<file path="config.mk">
export PLATFORM = sky130hd
export DESIGN_NAME = cam_video_pipeline_flat
export DESIGN_NICKNAME = d
export VERILOG_FILES = /design/src/rtl/cam_video_pipeline_if.sv /design/src/rtl/cam_video_pipeline.sv /design/src/flat_wrapper.sv
export SDC_FILE = /design/constraint.sdc
export NUM_CORES = 1
export LEC_CHECK = 0
export CELL_PAD_IN_SITES_DETAIL_PLACEMENT = 0
export CELL_PAD_IN_SITES_GLOBAL_PLACEMENT = 1
export CORE_MARGIN = 10
export CORE_UTILIZATION = 35
export CTS_CLUSTER_DIAMETER = 100
export DETAILED_ROUTE_END_ITERATION = 6
export HOLD_SLACK_MARGIN = 0.12
export PLACE_DENSITY_LB_ADDON = 0.1
export SLEW_MARGIN = 20
export SYNTH_ARGS = -nofsm -noshare
export SYNTH_HDL_FRONTEND = slang
export SYNTH_SLANG_ARGS = --single-unit
</file>
<file path="constraint.sdc">
create_clock -name PixelClk -period 6 [get_ports PixelClk]
set_input_delay 1.2 -clock PixelClk [delete_from_list [all_inputs] [get_ports PixelClk]]
set_output_delay 1.2 -clock PixelClk [all_outputs]
set_load 0.01 [all_outputs]
</file>
<file path="src/rtl/cam_video_pipeline_if.sv">
// rtl/cam_video_pipeline_if.sv - camera byte stream in, LCD pixel stream out
interface cam_video_pipeline_if #(
  parameter int IN_W     = 8,
  parameter int H_ACTIVE = 800,
  parameter int V_ACTIVE = 480,
  parameter int R_W      = 5,
  parameter int G_W      = 6,
  parameter int B_W      = 5
);
  localparam int XW = $clog2(H_ACTIVE);
  localparam int YW = $clog2(V_ACTIVE);

  logic [IN_W-1:0] pixdata;
  logic            hsync;
  logic            vsync;
  logic            LCD_DE;
  logic            LCD_HSYNC;
  logic            LCD_VSYNC;
  logic [R_W-1:0]  LCD_R;
  logic [G_W-1:0]  LCD_G;
  logic [B_W-1:0]  LCD_B;
  logic [XW-1:0]   pix_x;
  logic [YW-1:0]   pix_y;

  // camera side: drives the byte stream, observes the LCD stream
  modport master (
    output pixdata, hsync, vsync,
    input  LCD_DE, LCD_HSYNC, LCD_VSYNC, LCD_R, LCD_G, LCD_B, pix_x, pix_y
  );

  // pipeline side: consumes the byte stream, drives the LCD stream
  modport slave (
    input  pixdata, hsync, vsync,
    output LCD_DE, LCD_HSYNC, LCD_VSYNC, LCD_R, LCD_G, LCD_B, pix_x, pix_y
  );
endinterface

</file>
<file path="src/rtl/cam_video_pipeline.sv">
// rtl/cam_video_pipeline.sv - camera RGB565 capture, mode processing, LCD drive (option: CAM_TEST_PATTERN_EN)
module cam_video_pipeline #(
  parameter int IN_W     = 8,
  parameter int H_ACTIVE = 800,
  parameter int V_ACTIVE = 480,
  parameter int R_W      = 5,
  parameter int G_W      = 6,
  parameter int B_W      = 5,
  parameter int LAT      = 3
) (
  input  logic                 PixelClk,
  input  logic                 reset,
  cam_video_pipeline_if.slave  io,
  input  logic [1:0]           mode,
  input  logic [7:0]           threshold,
`ifdef CAM_TEST_PATTERN_EN
  input  logic                 test_pat,
`endif
  output logic                 frame_done,
  output logic                 ovf
);
  localparam int XW  = $clog2(H_ACTIVE);
  localparam int YW  = $clog2(V_ACTIVE);
  // counters carry one extra bit so they can sit at the limit and flag overflow
  localparam int XCW = XW + 1;
  localparam int YCW = YW + 1;
  // capture and luma stages are fixed; the remaining latency is a plain delay line
  localparam int DL  = LAT - 2;
  localparam logic [XCW-1:0] H_LIM = XCW'(H_ACTIVE);
  localparam logic [YCW-1:0] V_LIM = YCW'(V_ACTIVE);

  typedef enum logic [1:0] {IDLE, WAIT_FRAME, ACTIVE} state_t;

  state_t           state, state_nx;
  logic             frame_start, frame_end;
  logic             vsync_q, hsync_q;
  logic             vs_fall, vs_rise, hs_fall;
  logic [1:0]       mode_l;
  logic [7:0]       thr_l;
  logic             phase;
  logic [7:0]       hi_byte;
  logic [XCW-1:0]   x_cnt;
  logic [YCW-1:0]   y_cnt;
  logic             pix_valid, pix_keep;
  logic [15:0]      src_pix;

  logic             s1_valid;
  logic [15:0]      s1_pix;
  logic [XW-1:0]    s1_x;
  logic [YW-1:0]    s1_y;
  logic [7:0]       r8, g8, b8;
  logic [15:0]      acc;

  logic             s2_valid;
  logic [15:0]      s2_pix;
  logic [15:0]      s2_acc;
  logic [XW-1:0]    s2_x;
  logic [YW-1:0]    s2_y;
  logic [15:0]      proc;
  logic [R_W-1:0]   r_adj;
  logic [G_W-1:0]   g_adj;
  logic [B_W-1:0]   b_adj;

  logic             d_de [DL];
  logic [R_W-1:0]   d_r  [DL];
  logic [G_W-1:0]   d_g  [DL];
  logic [B_W-1:0]   d_b  [DL];
  logic [XW-1:0]    d_x  [DL];
  logic [YW-1:0]    d_y  [DL];
  logic [LAT-1:0]   hs_dly, vs_dly;

`ifdef CAM_TEST_PATTERN_EN
  logic             pat_l;
  logic [2:0]       bar;
  assign bar = 3'((32'(x_cnt) * 8) / H_ACTIVE);
`endif

  assign vs_fall   = vsync_q & ~io.vsync;
  assign vs_rise   = ~vsync_q & io.vsync;
  assign hs_fall   = hsync_q & ~io.hsync;
  assign pix_valid = (state == ACTIVE) && io.hsync && phase;
  assign pix_keep  = pix_valid && (x_cnt < H_LIM) && (y_cnt < V_LIM);

  // frame state register
  always_ff @(posedge PixelClk or posedge reset) begin
    if (reset) state <= IDLE;
    else       state <= state_nx;
  end

  // frame sequencing: capture only between a vsync fall and the next rise
  always_comb begin
    state_nx    = state;
    frame_start = 1'b0;
    frame_end   = 1'b0;
    case (state)
      IDLE:       state_nx = WAIT_FRAME;
      WAIT_FRAME: if (vs_fall) begin
                    state_nx    = ACTIVE;
                    frame_start = 1'b1;
                  end
      ACTIVE:     if (vs_rise) begin
                    state_nx  = WAIT_FRAME;
                    frame_end = 1'b1;
                  end
      default:    state_nx = IDLE;
    endcase
  end

  // byte pairing, per-frame settings, column/row counters and overflow flag
  always_ff @(posedge PixelClk or posedge reset) begin
    if (reset) begin
      vsync_q    <= 1'b0;
      hsync_q    <= 1'b0;
      frame_done <= 1'b0;
      mode_l     <= '0;
      thr_l      <= '0;
      phase      <= 1'b0;
      hi_byte    <= '0;
      x_cnt      <= '0;
      y_cnt      <= '0;
      ovf        <= 1'b0;
`ifdef CAM_TEST_PATTERN_EN
      pat_l      <= 1'b0;
`endif
    end else begin
      vsync_q    <= io.vsync;
      hsync_q    <= io.hsync;
      frame_done <= frame_end;
      if (frame_start) begin
        mode_l <= mode;
        thr_l  <= threshold;
`ifdef CAM_TEST_PATTERN_EN
        pat_l  <= test_pat;
`endif
      end
      if (state != ACTIVE || frame_end || !io.hsync) phase <= 1'b0;
      else                                           phase <= ~phase;
      if (io.hsync && !phase) hi_byte <= io.pixdata[7:0];
      if (state != ACTIVE || frame_end) begin
        x_cnt <= '0;
        y_cnt <= '0;
      end else if (hs_fall) begin
        x_cnt <= '0;
        if (x_cnt != '0 && y_cnt < V_LIM) y_cnt <= y_cnt + YCW'(1);
      end else if (pix_valid && x_cnt < H_LIM) begin
        x_cnt <= x_cnt + XCW'(1);
      end
      if (pix_valid && !pix_keep) ovf <= 1'b1;
    end
  end

  // pixel source: camera pair, or colour bars when the test pattern is latched
  always_comb begin
    src_pix = {hi_byte, io.pixdata[7:0]};
`ifdef CAM_TEST_PATTERN_EN
    if (pat_l) begin
      case (bar)
        3'd0:    src_pix = 16'hFFFF;
        3'd1:    src_pix = 16'hFFE0;
        3'd2:    src_pix = 16'h07FF;
        3'd3:    src_pix = 16'h07E0;
        3'd4:    src_pix = 16'hF81F;
        3'd5:    src_pix = 16'hF800;
        3'd6:    src_pix = 16'h001F;
        default: src_pix = 16'h0000;
      endcase
    end
`endif
  end

  // stage 1: register the assembled pixel and its coordinates
  always_ff @(posedge PixelClk or posedge reset) begin
    if (reset) begin
      s1_valid <= 1'b0;
      s1_pix   <= '0;
      s1_x     <= '0;
      s1_y     <= '0;
    end else begin
      s1_valid <= pix_keep;
      s1_pix   <= src_pix;
      s1_x     <= x_cnt[XW-1:0];
      s1_y     <= y_cnt[YW-1:0];
    end
  end

  // 565 -> 888 by MSB replication, then weighted luma sum (max 65280, fits 16 bits)
  always_comb begin
    r8  = {s1_pix[15:11], s1_pix[15:13]};
    g8  = {s1_pix[10:5],  s1_pix[10:9]};
    b8  = {s1_pix[4:0],   s1_pix[4:2]};
    acc = 16'd77 * {8'd0, r8} + 16'd150 * {8'd0, g8} + 16'd29 * {8'd0, b8};
  end

  // stage 2: register luma accumulator alongside the raw pixel
  always_ff @(posedge PixelClk or posedge reset) begin
    if (reset) begin
      s2_valid <= 1'b0;
      s2_pix   <= '0;
      s2_acc   <= '0;
      s2_x     <= '0;
      s2_y     <= '0;
    end else begin
      s2_valid <= s1_valid;
      s2_pix   <= s1_pix;
      s2_acc   <= acc;
      s2_x     <= s1_x;
      s2_y     <= s1_y;
    end
  end

  // mode select and output width adaptation; Y >= thr is tested as acc >= thr*256
  always_comb begin
    case (mode_l)
      2'd0:    proc = s2_pix;
      2'd1:    proc = {s2_acc[15:11], s2_acc[15:10], s2_acc[15:11]};
      2'd2:    proc = (s2_acc >= {thr_l, 8'h00}) ? 16'hFFFF : 16'h0000;
      default: proc = ~s2_pix;
    endcase
    r_adj = '0;
    g_adj = '0;
    b_adj = '0;
    for (int i = 0; i < R_W; i++) r_adj[R_W-1-i] = proc[15 - (i % 5)];
    for (int i = 0; i < G_W; i++) g_adj[G_W-1-i] = proc[10 - (i % 6)];
    for (int i = 0; i < B_W; i++) b_adj[B_W-1-i] = proc[4 - (i % 5)];
  end

  // output stage plus padding delay; RGB and coordinates are zero outside DE
  always_ff @(posedge PixelClk or posedge reset) begin
    if (reset) begin
      for (int i = 0; i < DL; i++) begin
        d_de[i] <= 1'b0;
        d_r[i]  <= '0;
        d_g[i]  <= '0;
        d_b[i]  <= '0;
        d_x[i]  <= '0;
        d_y[i]  <= '0;
      end
    end else begin
      d_de[0] <= s2_valid;
      d_r[0]  <= s2_valid ? r_adj : '0;
      d_g[0]  <= s2_valid ? g_adj : '0;
      d_b[0]  <= s2_valid ? b_adj : '0;
      d_x[0]  <= s2_valid ? s2_x  : '0;
      d_y[0]  <= s2_valid ? s2_y  : '0;
      for (int i = 1; i < DL; i++) begin
        d_de[i] <= d_de[i-1];
        d_r[i]  <= d_r[i-1];
        d_g[i]  <= d_g[i-1];
        d_b[i]  <= d_b[i-1];
        d_x[i]  <= d_x[i-1];
        d_y[i]  <= d_y[i-1];
      end
    end
  end

  // sync pass-through delayed by the same LAT registers as the data path
  always_ff @(posedge PixelClk or posedge reset) begin
    if (reset) begin
      hs_dly <= '0;
      vs_dly <= '0;
    end else begin
      hs_dly <= {hs_dly[LAT-2:0], io.hsync};
      vs_dly <= {vs_dly[LAT-2:0], io.vsync};
    end
  end

  assign io.LCD_DE    = d_de[DL-1];
  assign io.LCD_R     = d_r[DL-1];
  assign io.LCD_G     = d_g[DL-1];
  assign io.LCD_B     = d_b[DL-1];
  assign io.pix_x     = d_x[DL-1];
  assign io.pix_y     = d_y[DL-1];
  assign io.LCD_HSYNC = hs_dly[LAT-1];
  assign io.LCD_VSYNC = vs_dly[LAT-1];
endmodule

</file>
<file path="src/flat_wrapper.sv">
// flat-port wrapper written by rule: the top's interface ports become plain ports
module cam_video_pipeline_flat 
#(
  parameter int IN_W     = 8,
  parameter int H_ACTIVE = 800,
  parameter int V_ACTIVE = 480,
  parameter int R_W      = 5,
  parameter int G_W      = 6,
  parameter int B_W      = 5,
  parameter int LAT      = 3
)
  (PixelClk, reset, mode, threshold, frame_done, ovf, io_pixdata, io_hsync, io_vsync, io_LCD_DE, io_LCD_HSYNC, io_LCD_VSYNC, io_LCD_R, io_LCD_G, io_LCD_B, io_pix_x, io_pix_y);
  cam_video_pipeline_if #(.IN_W(IN_W), .H_ACTIVE(H_ACTIVE), .V_ACTIVE(V_ACTIVE), .R_W(R_W), .G_W(G_W), .B_W(B_W)) io_i ();
  input  logic PixelClk;
  input  logic reset;
  input  logic [1:0] mode;
  input  logic [7:0] threshold;
  output logic frame_done;
  output logic ovf;
  input wire logic [$bits(io_i.pixdata)-1:0] io_pixdata;
  input wire logic [$bits(io_i.hsync)-1:0] io_hsync;
  input wire logic [$bits(io_i.vsync)-1:0] io_vsync;
  output wire logic [$bits(io_i.LCD_DE)-1:0] io_LCD_DE;
  output wire logic [$bits(io_i.LCD_HSYNC)-1:0] io_LCD_HSYNC;
  output wire logic [$bits(io_i.LCD_VSYNC)-1:0] io_LCD_VSYNC;
  output wire logic [$bits(io_i.LCD_R)-1:0] io_LCD_R;
  output wire logic [$bits(io_i.LCD_G)-1:0] io_LCD_G;
  output wire logic [$bits(io_i.LCD_B)-1:0] io_LCD_B;
  output wire logic [$bits(io_i.pix_x)-1:0] io_pix_x;
  output wire logic [$bits(io_i.pix_y)-1:0] io_pix_y;
  assign io_i.pixdata = io_pixdata;
  assign io_i.hsync = io_hsync;
  assign io_i.vsync = io_vsync;
  assign io_LCD_DE = io_i.LCD_DE;
  assign io_LCD_HSYNC = io_i.LCD_HSYNC;
  assign io_LCD_VSYNC = io_i.LCD_VSYNC;
  assign io_LCD_R = io_i.LCD_R;
  assign io_LCD_G = io_i.LCD_G;
  assign io_LCD_B = io_i.LCD_B;
  assign io_pix_x = io_i.pix_x;
  assign io_pix_y = io_i.pix_y;
  cam_video_pipeline #(.IN_W(IN_W), .H_ACTIVE(H_ACTIVE), .V_ACTIVE(V_ACTIVE), .R_W(R_W), .G_W(G_W), .B_W(B_W), .LAT(LAT)) u_core (.PixelClk(PixelClk), .reset(reset), .io(io_i), .mode(mode), .threshold(threshold), .frame_done(frame_done), .ovf(ovf));
endmodule
</file>
-- Word-level counts from Yosys, hierarchy flattened
Cells that the tools add are included.
- register bits after elaboration: 176
- bits of input ports: 22
- output and inout port bits: 40
- logic and storage cells: 94
- add/sub/neg operators: 4
- multiply operators: 3
- $lt $le $gt $ge: 3
- equal/unequal tests: 7
- mux-type cells: 21
- bitwise operators: 8
- reduce and logical (&&, ||, !) cells: 20
- operator list (operator ; number):
    case mux 16 bit (3 select lines) ; 1
    2-to-1 mux 10 bit ; 4
    2-to-1 mux 11 bit ; 3
    multiplier 7 x 8 -> 15 bit (first input constant) ; 2
    adder 15 x 16 -> 16 bit ; 1
    adder 16 x 13 -> 16 bit ; 1
    greater-or-equal comparator 16 bit ; 1
    2-to-1 mux 16 bit ; 1
    NOT 16 bit ; 1
    multiplier 5 x 8 -> 13 bit (first input constant) ; 1
    adder 11 x 1 -> 11 bit (second input constant) ; 1
    less-than comparator 11 x 10 -> 1 bit (second input constant) ; 1
    nonzero test 11 bit ; 1
    adder 10 x 1 -> 10 bit (second input constant) ; 1
    less-than comparator 10 x 9 -> 1 bit (second input constant) ; 1
    2-to-1 mux 5 bit ; 2
    2-to-1 mux 9 bit ; 1
    logical AND 1 bit ; 7
    2-to-1 mux 6 bit ; 1
    case mux 2 bit (3 select lines) ; 1
    2-to-1 mux 1 bit ; 5
    equality test 2 x 1 -> 1 bit (second input constant) ; 2
    equality test 2 bit (second input constant) ; 2
    zero test 2 bit ; 2
    10 further kinds ; 22

-- Logic depth before layout (Yosys ltp)
- depth after elaboration: 7
- gate-level depth with buffers: 25
- mapped depth without buffers: 24

-- Worst setup path after synthesis
Ideal clock, no wire load.
- path type: reg2reg
- start: register u_core.s1_pix[9]
- end: register u_core.s2_acc[15]
- library setup time: 0.124 ns
- arrival time: 5.981 ns
- required time: 5.876 ns
- slack: -0.105 ns
- stages on the path, launching flop included: 26
- path buffers: 1
- clock period less this slack: 6.105 ns
- cells stage by stage: dfrtp_1 ha_1 ha_1 inv_1 fa_1 inv_1 fa_1 ha_1 o21ai_0 a21oi_1 nor2_1 xnor2_1 ha_1 fa_1 inv_1 fa_1 fa_1 inv_1 ha_1 clkbuf_1 a21o_1 a221oi_1 a21boi_1 a2bb2oi_1 xnor2_1 xnor2_1
- cells in the longest elaborated chain, start to end: 3
- ends and longest elaborated chain (item ; RTL line ; text):
    start: declaration ; cam_video_pipeline.sv:48 ; logic [15:0] s1_pix;
    start signal: assignment ; cam_video_pipeline.sv:180 ; s1_pix <= src_pix;
    multiplier 7 x 8 -> 15 bit ; cam_video_pipeline.sv:191 ; acc = 16'd77 * {8'd0, r8} + 16'd150 * {8'd0, g8} + 16'd29 * {8'd0, b8};
    adder 15 x 16 -> 16 bit ; cam_video_pipeline.sv:191 ;
    adder 16 x 13 -> 16 bit ; cam_video_pipeline.sv:191 ;
    via u_core.acc[15] ; cam_video_pipeline.sv:52 ; logic [15:0] acc;
    end signal: assignment ; cam_video_pipeline.sv:199 ; s2_acc <= '0;
    end signal: assignment ; cam_video_pipeline.sv:205 ; s2_acc <= acc;
    end: declaration ; cam_video_pipeline.sv:56 ; logic [15:0] s2_acc;
The timed path passes the listed nets, and every way through them passes these cells.
A chain may end at the register's enable or synchronous reset.

-- Final worst setup path
- start: register u_core.s1_pix[7]
- end: register u_core.s2_acc[15]
Same word-level chain as after synthesis.

==> key figures <==
Logic synthesis
  – Mapped cell area: 9170 um2
  – Xor and xnor fraction of the mapped netlist area: 2.96%
  – Simple-Gate Fraction of Synth Area: 9.47%
  – Syn_nets: 936
  – Synth top area share: 47.5%
  – Post-synth ARST share: 100%
  – EDFF count, synth: 0
  – Syn Inst Count: 762
  – Register bit total from synthesis: ~170
  – Unique masters post-synth: 60
  – Synth top area cells: dfrtp_1 48%, ha_1 13%, fa_1 12%
  – Top-count cell post-synth: dfrtp_1
  – Complex-gate fraction of the synthesized area: under 10%
  – Biggest area consumer among synthesized cells: dfrtp_1
  – Synth top cells by count: 174 x dfrtp_1, 105 x inv_1, 97 x ha_1, 55 x fa_1, 35 x o21ai_0
  – Main combinational cell family by area after synthesis: adder cells
  – Post-Synth Adder-Cell Area: 25.3%
  – Mean Syn Cell Area: 12.0 um2
  – Mux cell area share after synthesis: 1.69%
  – Fraction of the yosys area taken by sequential cells: a little under half
  – YS warnings: 0
  – Synth Flop Type: dfrtp_1

Detailed routing
  – Drt first pass iters: 4
  – Routed WL: 19.1 mm
  – DRT iter0 DRCs: 310
  – DRC errors left: 0
  – WL/cell: approximately 16 um
  – Final ANT Viol Nets: 0
  – Vias: 5542
  – Vias per inst: about 4.6

Worst setup path
  – Worst EP arrival: 6.19 ns
  – Cells along the critical path: ha_4, ha_4, inv_2, fa_1, inv_2, fa_1, ha_4, o21ai_2, a21oi_2, nor2_1, xnor2_1, ha_1, fa_1, inv_1, fa_2, fa_1, inv_2, ha_4, a21o_1, a221oi_2, a21boi_1, a2bb2oi_2, xnor2_1, xnor2_1
  – Buf/Inv on CP: 4
  – Max FO, Critical Path: 3
  – Setup CP Type: register to register
  – CP max stage cell: fa_1
  – Crit. End Element: register
  – Req. time, crit path: 6.34 ns
  – Startpoint types: register
  – CP max stage delay: 0.56 ns
  – Top delay family on crit path: adder cells

Final layout
  – Multi-input logic area: 4540 um2
  – Synth-to-Final Area Change: 21.3%
  – FILL cells: roughly 2.4k
  – Ant diodes: 0
  – Nets@finish: between 1k and 1.5k
  – Share of layout cells above drive strength 1: a little under an eighth
  – FF/Latch Area: 4360 um2
  – Final Util: 42.9%

CTS
  – CTS Sinks: 174
  – CTS tree: built
  – CTS Buf Count: 17
  – Max clock buf depth: 2
  – Insertion delay to the later sink of the worst-skew pair: between 0.4 and 0.5 ns
  – Root Driver: clkbuf_16
  – Worst-path clk slew: 0.08 ns
  – H-tree levels: 4

STA
  – Crit share post-route: just under 100%
  – RSZ-0062 raised after global routing: yes
  – Clk_skew: between 0.01 and 0.015 ns
  – Final Critical Period: 5.85 ns
  – Final Worst Setup Slack: 0.151 ns
  – Max frequency: ~170 MHz
  – Slew @ Worst Pin: 0.943 ns
  – Final Hold Viols: 0
  – Final setup fails: 0
  – Max-slew violations: 0
  – Relative slew slack: between 30% and 40%

Floorplan
  – Die ar.: 33100 um2
  – Core footprint: roughly 26000 um2
  – Chip height: roughly 180 um
  – Starting Density: a little over a third
  – I/O pin count: 62
  – Rows: 59
  – Die W: between 150 and 200 um

Worst hold path
  – Hold Path Class: register to register

Placement
  – Routability cong.: 0.776
  – Pre-CTS WS: -0.0960 ns
  – I/O Buffers: 61
  – Post-DP HPWL: 14.1 mm

GRT
  – Vias in the first global route: 5956
  – Grt met1 use: 16.9%
  – Initial antenna violation count: 0
  – Congestion Overflow GR: 0
  – Largest net degree at the start of global routing: 175
  – GR Util All Layers: 12.0%
  – Met2 usage: 18.3%
  – GRT met3 Usage: 2.74%
  – Busiest grt layer: met2
  – First-pass GRT wire length: 32.1 mm

Outcome
  – Status: finished, final reports clean

Run
  – Max_cap viols: 0
==> cells in the final DEF (no fill, tap or decap), types with 5 or more instances in the layout <==
master | Yosys | routed
inv_1 | 105 | 100
mux2_2 | 12 | 12
clkdlybuf4s50_1 | 0 | 61
buf_4 | 0 | 21
and3_1 | 5 | 5
a21oi_1 | 30 | 28
fa_1 | 55 | 54
clkinv_8 | 0 | 5
nand4_1 | 8 | 8
inv_8 | 0 | 5
xnor2_1 | 13 | 12
ha_4 | 0 | 8
nand2b_1 | 24 | 24
and2_1 | 19 | 19
xor2_1 | 18 | 17
ha_1 | 97 | 88
dfrtp_1 | 174 | 172
nor2b_1 | 20 | 19
clkbuf_16 | 0 | 17
nand2_1 | 18 | 18
o21a_1 | 5 | 5
o21ai_0 | 35 | 32
nor3_1 | 5 | 5
nor2_1 | 34 | 33
a21o_1 | 13 | 13
==> stage by stage <==
stage               cells  cell area, um2  TNS, ns  hold slack [ns]
floorplan             762            9180  -0.0191            0.331
global placement     1162           10300        0            0.334
detailed placement   1162           10300   -0.196            0.335
CTS                  1197           11000        0            0.347
global route         1197           11100   -0.125            0.349
finish               1197           11100        0            0.346
==> kinds of logic (layout without fill, tap and decap cells) <==
family | count (synthesis) | after routing
simple gates | 154 | 154
compound gates | 117 | 117
mux | 14 | 14
flops | 174 | 174
buf+inv | 120 | 220
xor+xnor | 31 | 31
fa+ha+maj | 152 | 152
==> registers in the layout, summed over array words and instances (netlist names), 2 cells and up <==
| register | count |
|---|---|
| u_core.hi_byte | 8 |
| u_core.hs_dly | 3 |
| u_core.io.LCD_B | 5 |
| u_core.io.LCD_G | 6 |
| u_core.io.LCD_R | 5 |
| u_core.io.pix_x | 10 |
| u_core.io.pix_y | 9 |
| u_core.mode_l | 2 |
| u_core.s1_pix | 16 |
| u_core.s1_x | 10 |
| u_core.s1_y | 9 |
| u_core.s2_acc | 16 |
| u_core.s2_pix | 16 |
| u_core.s2_x | 10 |
| u_core.s2_y | 9 |
| u_core.state | 2 |
| u_core.thr_l | 8 |
| u_core.vs_dly | 3 |
| u_core.x_cnt | 11 |
| u_core.y_cnt | 10 |
==> cell type report <==
type / count / area share (%)
Inverter: 105 / 3.58
Clock buffer: 17 / 3.83
Multi-Input combinational cell: 468 / 40.9
Tap cell: 335 / 3.77
Timing Repair Buffer: 83 / 7.09
Clock inverter: 15 / 1.68
Sequential cell: 174 / 39.2
==> final timing paths <==
kind / slack [ns] / end / start / depth (start not counted)
min in group asynchronous: 1.36 / u_core.io.LCD_DE / reset / 3
worst min-delay path: 0.35 / u_core.s2_y[6] / u_core.s1_y[6] / 0
worst min register to register: 0.35 / u_core.s2_y[6] / u_core.s1_y[6] / 0
max in group asynchronous: 3.91 / u_core.s1_pix[9] / reset / 3
worst max-delay path: 0.15 / u_core.s2_acc[15] / u_core.s1_pix[7] / 24
worst max register to register: 0.15 / u_core.s2_acc[15] / u_core.s1_pix[7] / 24
==> routing by layer <==
metal  routed length (um)  vias to the layer above
li1                     -                     2680
met4                  163                        0
met1                 9550                     2783
met2                 8800                       69
met5                    0                        -
met3                  560                       10
==> what timing repair did <==
action / 4_1_cts / 5_1_grt
pin swaps: 21 / 22
gates resized for setup: 12 / 19
endpoints found under the setup margin: 3 / 5
hold buffers: 0 / 0
buffers inserted: 3 / 0
Power is left out: the tool's default activity adds up to more than one toggle a clock period on the data nets, which glitch-free logic cannot reach.
